## config.mk

```make
export PLATFORM = sky130hd
export DESIGN_NAME = reg_rename_file
export DESIGN_NICKNAME = d
export VERILOG_FILES = /design/src/rtl/reg_rename_file_pkg.sv /design/src/rtl/reg_rename_file_rf_read_port.sv /design/src/rtl/reg_rename_file.sv
export SDC_FILE = /design/constraint.sdc
export NUM_CORES = 2
export LEC_CHECK = 0
export CORE_MARGIN = 10
export CORE_UTILIZATION = 50
export CTS_CLUSTER_DIAMETER = 200
export CTS_CLUSTER_SIZE = 12
export DETAILED_ROUTE_END_ITERATION = 7
export DONT_BUFFER_PORTS = 1
export PLACE_DENSITY_LB_ADDON = 0.05
export SLEW_MARGIN = 0
export SYNTH_ARGS = -nofsm -noshare
export SYNTH_HDL_FRONTEND = slang
export SYNTH_SLANG_ARGS = --single-unit
```

## constraint.sdc

```tcl
create_clock -name clk -period 3.7 [get_ports clk]
set_clock_uncertainty 0.15 [all_clocks]
set_input_delay 0.37 -clock clk [delete_from_list [all_inputs] [get_ports clk]]
set_output_delay 0.37 -clock clk [all_outputs]
set_load 0.02 [all_outputs]
```

## src/rtl/reg_rename_file_pkg.sv

```systemverilog
// Shared widths, status encodings and helpers for the rename register file.
// Build option: COMMIT_BYPASS_EN (consumed by rf_read_port).
package reg_rename_file_pkg;

  localparam int REG_NUM    = 32;
  localparam int REG_ADDR_W = 5;
  localparam int DATA_W     = 32;
  localparam int TAG_W      = 4;

  typedef logic [REG_ADDR_W-1:0] RegBus;
  typedef logic [TAG_W-1:0]      TagBus;
  typedef logic [DATA_W-1:0]     DataBus;

  localparam logic  VALID    = 1'b1;
  localparam logic  INVALID  = 1'b0;
  localparam logic  BUSY     = 1'b1;
  localparam logic  FREE     = 1'b0;
  localparam RegBus ZERO_REG = '0;

  // A commit retires the current mapping only if it comes from the newest renamer.
  function automatic logic tag_match(input logic busy, input TagBus cur_tag, input TagBus cmt_tag);
    return (busy == BUSY) && (cur_tag == cmt_tag);
  endfunction

endpackage

```

## src/rtl/reg_rename_file_rf_read_port.sv

```systemverilog
// Combinational operand lookup: committed value or producing ROB tag.
// COMMIT_BYPASS_EN defined: forwards a same-cycle matching commit as a free value.
module rf_read_port
  import reg_rename_file_pkg::*;
(
  input  logic               en_i,
  input  RegBus              addr_i,
  input  logic [REG_NUM-1:0] busy_i,
  input  TagBus              tag_i  [REG_NUM],
  input  DataBus             data_i [REG_NUM],
  input  logic               commit_valid_i,
  input  RegBus              commit_reg_i,
  input  TagBus              commit_tag_i,
  input  DataBus             commit_data_i,
  output logic               busy_o,
  output TagBus              tag_o,
  output DataBus             data_o
);

`ifndef COMMIT_BYPASS_EN
  logic unused_commit;
  assign unused_commit = ^{commit_valid_i, commit_reg_i, commit_tag_i, commit_data_i};
`endif

  always_comb begin
    busy_o = FREE;
    tag_o  = '0;
    data_o = '0;
    if (en_i && (addr_i != ZERO_REG)) begin
      busy_o = busy_i[addr_i];
      tag_o  = tag_i[addr_i];
      data_o = data_i[addr_i];
`ifdef COMMIT_BYPASS_EN
      if (commit_valid_i && (commit_reg_i == addr_i) &&
          tag_match(busy_i[addr_i], tag_i[addr_i], commit_tag_i)) begin
        busy_o = FREE;
        data_o = commit_data_i;
      end
`endif
    end
  end

endmodule

```

## src/rtl/reg_rename_file.sv

```systemverilog
// Architectural register file with per-register busy/ROB-tag rename status.
// Build option: COMMIT_BYPASS_EN (same-cycle commit forwarding on lookups).
module reg_rename_file
  import reg_rename_file_pkg::*;
(
  input  logic   clk,
  input  logic   rst,
  input  logic   rdy,
  input  logic   clear,
  input  logic   commit_valid,
  input  RegBus  commit_reg,
  input  TagBus  commit_tag,
  input  DataBus commit_data,
  input  logic   rename_valid,
  input  RegBus  rename_reg,
  input  TagBus  rename_tag,
  input  logic   rs1_en,
  input  RegBus  rs1_addr,
  output logic   rs1_busy,
  output TagBus  rs1_tag,
  output DataBus rs1_data,
  input  logic   rs2_en,
  input  RegBus  rs2_addr,
  output logic   rs2_busy,
  output TagBus  rs2_tag,
  output DataBus rs2_data
);

  DataBus             data_q [REG_NUM];
  DataBus             data_d [REG_NUM];
  TagBus              tag_q  [REG_NUM];
  TagBus              tag_d  [REG_NUM];
  logic [REG_NUM-1:0] busy_q;
  logic [REG_NUM-1:0] busy_d;

  // Commit first, then clear/rename, so a same-cycle rename overrides the commit's busy release.
  always_comb begin
    data_d = data_q;
    tag_d  = tag_q;
    busy_d = busy_q;
    if (commit_valid && (commit_reg != ZERO_REG)) begin
      data_d[commit_reg] = commit_data;
      if (tag_match(busy_q[commit_reg], tag_q[commit_reg], commit_tag)) begin
        busy_d[commit_reg] = FREE;
      end
    end
    if (clear) begin
      busy_d = '0;
      for (int i = 0; i < REG_NUM; i++) begin
        tag_d[i] = '0;
      end
    end else if (rename_valid && (rename_reg != ZERO_REG)) begin
      busy_d[rename_reg] = BUSY;
      tag_d[rename_reg]  = rename_tag;
    end
  end

  always_ff @(posedge clk) begin
    if (rst) begin
      busy_q <= '0;
      for (int i = 0; i < REG_NUM; i++) begin
        data_q[i] <= '0;
        tag_q[i]  <= '0;
      end
    end else if (rdy) begin
      busy_q <= busy_d;
      data_q <= data_d;
      tag_q  <= tag_d;
    end
  end

  rf_read_port u_rs1 (
    .en_i           (rs1_en),
    .addr_i         (rs1_addr),
    .busy_i         (busy_q),
    .tag_i          (tag_q),
    .data_i         (data_q),
    .commit_valid_i (commit_valid),
    .commit_reg_i   (commit_reg),
    .commit_tag_i   (commit_tag),
    .commit_data_i  (commit_data),
    .busy_o         (rs1_busy),
    .tag_o          (rs1_tag),
    .data_o         (rs1_data)
  );

  rf_read_port u_rs2 (
    .en_i           (rs2_en),
    .addr_i         (rs2_addr),
    .busy_i         (busy_q),
    .tag_i          (tag_q),
    .data_i         (data_q),
    .commit_valid_i (commit_valid),
    .commit_reg_i   (commit_reg),
    .commit_tag_i   (commit_tag),
    .commit_data_i  (commit_data),
    .busy_o         (rs2_busy),
    .tag_o          (rs2_tag),
    .data_o         (rs2_data)
  );

endmodule

```

* Word-level counts from Yosys, hierarchy flattened *
Cells that the tools add are included.

storage, ports and cells
  bits in registers = 1,184
  input bits = 68
  output and inout bits = 74
  logic and storage cells = 144

operators by class
  magnitude comparators = 12
  equal/unequal tests = 1
  mux-type cells = 43
  bitwise logic cells = 7
  reduce and logical (&&, ||, !) cells = 16

operator list
  cell                                                                count
  bitwise mux 1024 bit                                                1
  2-to-1 mux 32 bit                                                   11
  binary-select mux 32 bit (select 5 bit)                             2
  2-to-1 mux 128 bit                                                  2
  demux 32 bit (select 5 bit)                                         1
  bitwise mux 128 bit                                                 1
  binary-select mux 4 bit (select 5 bit)                              3
  2-to-1 mux 4 bit                                                    9
  bitwise AND 32 bit                                                  1
  NOT 32 bit                                                          1
  bitwise OR 32 bit                                                   1
  greater-or-equal comparator 6 bit (second input constant)           4
  < comparator 5 x 6 -> 1 bit (second input constant)                 4
  NOT 5 -> 6 bit                                                      4
  demux 4 bit (select 5 bit)                                          1
  nonzero test 5 bit                                                  4
  binary-select mux 1 bit (select 5 bit)                              3
  < comparator 6 x 1 -> 1 bit (second input constant)                 2
  demux 1 bit (select 5 bit)                                          2
  greater-or-equal comparator 5 x 1 -> 1 bit (second input constant)  2
  logical AND 1 bit                                                   9
  2-to-1 mux 1 bit                                                    7
  == test 4 bit                                                       1
  AND reduction 2 bit                                                 2
  nonzero test 2 bit                                                  1

* Depth between registers and ports, before layout *
  word-level depth = 11
  depth in mapped cells = 12

* Cells and area by module *
Synthesis repeated with hierarchy kept, for this count alone.

second synthesis, totals
  cells, all modules = 7,056
  area, all modules = 61,979.4 µm²

modules (own cells, without submodules)
  module           instances  cells an instance  area an instance (µm²)
  reg_rename_file  1          5,532              43,459.2
  rf_read_port     2          762                9,260.1

* Worst setup path before layout *
No wires, ideal clock.

  path type = input to output
  start point = in rs1_addr[0]
  end point = out rs1_data[11]
  arrival time = 2,725 ps
  setup slack = 455 ps
  cell stages on the path = 9
  path buffers = 5
  cell sequence = clkbuf_1 > buf_2 > buf_2 > clkbuf_1 > buf_2 > mux2i_1 > o221ai_1 > a221oi_1 > a211oi_1

between the ends
  word-level cells in the longest chain between the ends = 5
  elaborated cells between the ends (all ways) = 7
  those cells by class = mux (4); bitwise (1); reduce/logical (2)

ends and longest elaborated chain
  item                                                   RTL line                            RTL
  start, declared                                        reg_rename_file.sv:18               input RegBus rs1_addr,
  NOT 5 -> 6 bit (implied by the code)                   reg_rename_file_rf_read_port.sv:32  data_o = data_i[addr_i];
  binary-select mux 32 bit (select 5 bit)                reg_rename_file_rf_read_port.sv:32
  2-to-1 mux 32 bit (implied by the code) (2 in series)  reg_rename_file_rf_read_port.sv:32
  2-to-1 mux 32 bit (*)                                  reg_rename_file_rf_read_port.sv:29  if (en_i && (addr_i != ZERO_REG)) begin
  end, declared                                          reg_rename_file.sv:21               output DataBus rs1_data,

Mark *: on every way between the ends. The rest lies on a longest branch, timed or not. The select of a mux whose other input is x is not followed.

==> results.yml <==
run_status:
  status: "finished, violations left"
  violations: "slew limit, setup timing"
flow_run:
  cap_violations: 0
logic_synthesis:
  ys_seq_area_frac: 0.3795
  synth_compound_area_frac: 0.1363
  synth_top_family_by_area: "multiplexers"
  yosys.area.top_type_share: 0.3795
  synthFlopType: "dfxtp_1"
  synth_top_area_cell: "dfxtp_1"
  synthMuxAreaShare: 0.2719
  synthTopCellsByArea: "dfxtp_1, mux4_2, nand2_1"
  yosys.area_share.adder: 0
  synth_edf_count: 0
  avgSynthCellArea_um2: 8.850
  async_flop_share: 0
  synthDistinctLibCells: 61
  synthesis.nets: 7125
  syn_inst: 7057
  synthSimpleGateAreaFrac: 0.1667
  synthXorXnorAreaFrac: 0
  syn_area_mm2: 0.06246
  ys_ff_latch: 1184
  yosysWarnings: 0
placed_design:
  dp_slack_ns: 0.1745
  dp.cells: 8184
  routabilityCongestion: 0.9175
  hpwl_um: 144700
  placed_area_mm2: 0.06416
  portBuffers: 0
critical_path:
  r2r_start: "tag_q[23]"
  critPathKind: "input port to flop"
  reg2reg_to: "busy_q[19]"
  crit_path_start: "rst"
  path_cells: "nor2_1, nor2_1, nand2_1, a2111oi_4, o31ai_1"
  crit_path_frequent_cell: "nor2_1"
  r2r_slack_ns: 0.77
  reg2reg_depth: 8
  arrival_ns: 5.83
  crit_fanout: 811
  end_kind: "flop"
  critPathLaunchType: "input port"
  endpoint: "busy_q[20]"
  cpPeakStageDelay_ns: 2.18
  crit_required_ns: 4.19
  cp_slowest_cell: "nor2_1"
timing:
  worstMarginPinSlew_ns: 5.555
  rsz0062_at_grt: "false"
  postLayoutSetupSlackWorst_ns: -1.646
  fmax_ghz: 0.1870
  slew_headroom: -2.703
  setup_viol: 749
  min_period_ns: 5.346
  slew_violations: 820
  final-hold-violation-count: 0
  min_period_over_period: 1.445
power_and_ir_drop:
  irDropWorstVdd_v: 0.0004483
  p_leak_nw: 27.82
  cellPowerDensity_mw_per_mm2: 326.7
  fin_total_pwr_mw: 25.00
route:
  avgViaCountPerCell: 6.484
  drt_first_pass_iters: 6
  wl_um: 270800
  drc: 0
  vias: 59772
  drt_iter0_drc: 7664
  ant_nets: 0
  post_drt_wl_per_cell_um: 29.37
layout:
  syn_to_final_growth_pct: 22.53
  drive_above_1_share: 0.1400
  ff_latch_area_mm2: 0.02370
  n_fill_cell: 10623
  fin_nets: 7638
  fin_cells: 9219
  final_area_mm2: 0.07653
  multi_input_area_mm2: 0.03633
  finish.utilization: 0.6173
cts:
  cts_tree: "yes"
  cts_root_buf: "clkbuf_16"
  numClockSinks: 1184
  htreeDepth: 3
  insertion_delay_ns: 0.76
  cts_buffer_depth: 3
  path_clk_slew_ns: 0.07
  postCtsSetupBuffers: 0
  cts_made_buffers: 108
floorplan:
  row_count: 129
  initial_core_util: 0.5038
  core_area_mm2: 0.1240
  io_pins: 142
  dieArea_mm2: 0.1395
  fp.dieH_um: 373.4
  die_x_um: 373.4
global_route:
  grt_pass1_vias: 58475
  grt_start_max_net_pins: 812
  track_usage: 0.3752
  grt_first_pass_wirelength_um: 396700
  grt_overflow: 0
  grt_antenna_before_repair: 15
min_path:
  hp-class: "input port to flop"
placed cells by master (no fill, tap or decap), drive strengths merged, types with 3 or more instances in the layout:
master       instances
nand2             2083
dfxtp             1184
a21oi             1059
dlygate4sd3        877
mux4               524
mux2i              408
nor2               389
buf                236
clkbuf             109
mux2                95
o22ai               75
o221ai              69
a221oi              54
nor3                46
a211oi              46
nor2b               42
nand2b              31
nand3               28
o21a                27
a211o               23
o211ai              22
inv                 21
o31ai               18
a2111oi             18
a22o                16
a22oi               12
and2                 9
diode                8
nand3b               6
a31oi                5
o32ai                4
or3                  4
nor3b                3
and3b                3
or3b                 3
or2                  3
per-layer routing:
layer,wire length (um),up-vias,GRT usage
li1,-,25878,-
met4,17660,12,0.2051
met3,31220,895,0.09742
met5,80,-,0
met1,100100,29376,0.4720
met2,121700,3611,0.5871
critical path: cells and delay by family:
kind	cells	cell delay, ns
simple gates	3	2.68
compound gates	2	0.26
repair_timing:
action / 4_1_cts / 5_1_grt
hold endpoints to repair: 1159 / 0
setup endpoints to repair: 1 / 1
hold buffers: 913 / 0
resized for setup: 1 / 1
stage by stage:
step | hold WS, ns | setup TNS [ns]
finish | 0.03120 | -344.96
global route | 0.02482 | 0
CTS | 0.000004718 | 0
detailed placement | 0.3063 | 0
global placement | 0.2990 | 0
floorplan | 0.2929 | 0
layout make-up:
| type | instances | share of cell area |
|---|---|---|
| multi-input cells | 5144 | 0.4748 |
| flip-flops and latches | 1184 | 0.3097 |
| repair buffers | 1113 | 0.1506 |
| clock buffers | 109 | 0.03564 |
| well taps | 1637 | 0.02676 |
| clock inverters | 5 | 0.001226 |
| inverters | 19 | 0.0009320 |
| diodes | 8 | 0.0002616 |
cell usage after synthesis, types with 2 or more instances:
cell type,count
a2111oi_0,8
a2111oi_2,9
a211o_1,23
a211oi_1,45
a21oi_1,1059
a221oi_1,54
a22o_1,16
a22oi_1,12
a31oi_1,5
and2_1,9
and3b_1,3
buf_1,73
buf_2,46
buf_4,3
buf_6,4
clkbuf_1,582
dfxtp_1,1184
inv_1,19
mux2_2,95
mux2i_1,408
mux4_1,7
mux4_2,517
nand2_1,2083
nand2b_1,31
nand3_1,28
nand3b_1,6
nand4_1,2
nor2_1,389
nor2b_1,42
nor3_1,46
nor3b_1,3
nor4b_1,2
o211ai_1,22
o21a_1,27
o221ai_1,69
o22ai_1,75
o31ai_1,17
o32ai_1,4
or2_2,2
or3_1,4
or3b_2,3
or4_1,2
report_power, final:
part	switching, mW	internal [mW]
clock	5.12	5.24
combinational	1.02	0.788
sequential	0.0353	12.8
how the worst min path moves through the flow:
stage | start | to | slack, ns | cells after the start
3_3_place_gp | data_q[162] | data_q[162] | 0.30 | 2
4_1_cts | commit_reg[2] | busy_q[2] | 0.000005 | 4
2_1_floorplan | data_q[160] | data_q[160] | 0.29 | 2
3_5_place_dp | data_q[649] | data_q[649] | 0.31 | 2
5_1_grt | rename_valid | tag_q[114] | 0.02 | 4
6_report | rename_reg[4] | busy_q[12] | 0.03 | 3
sequential cells by signal, indices dropped and copies added (netlist names):
| signal | flops |
|---|---|
| data_q | 1024 |
| busy_q | 32 |
| tag_q | 128 |
cell families after synthesis:
kind of cell / count (synthesis)
compound gates: 1456
buf+inv: 729
flops: 1184
mux: 1027
simple gates: 2661
Note: power is estimated with default switching activity, not from simulation.
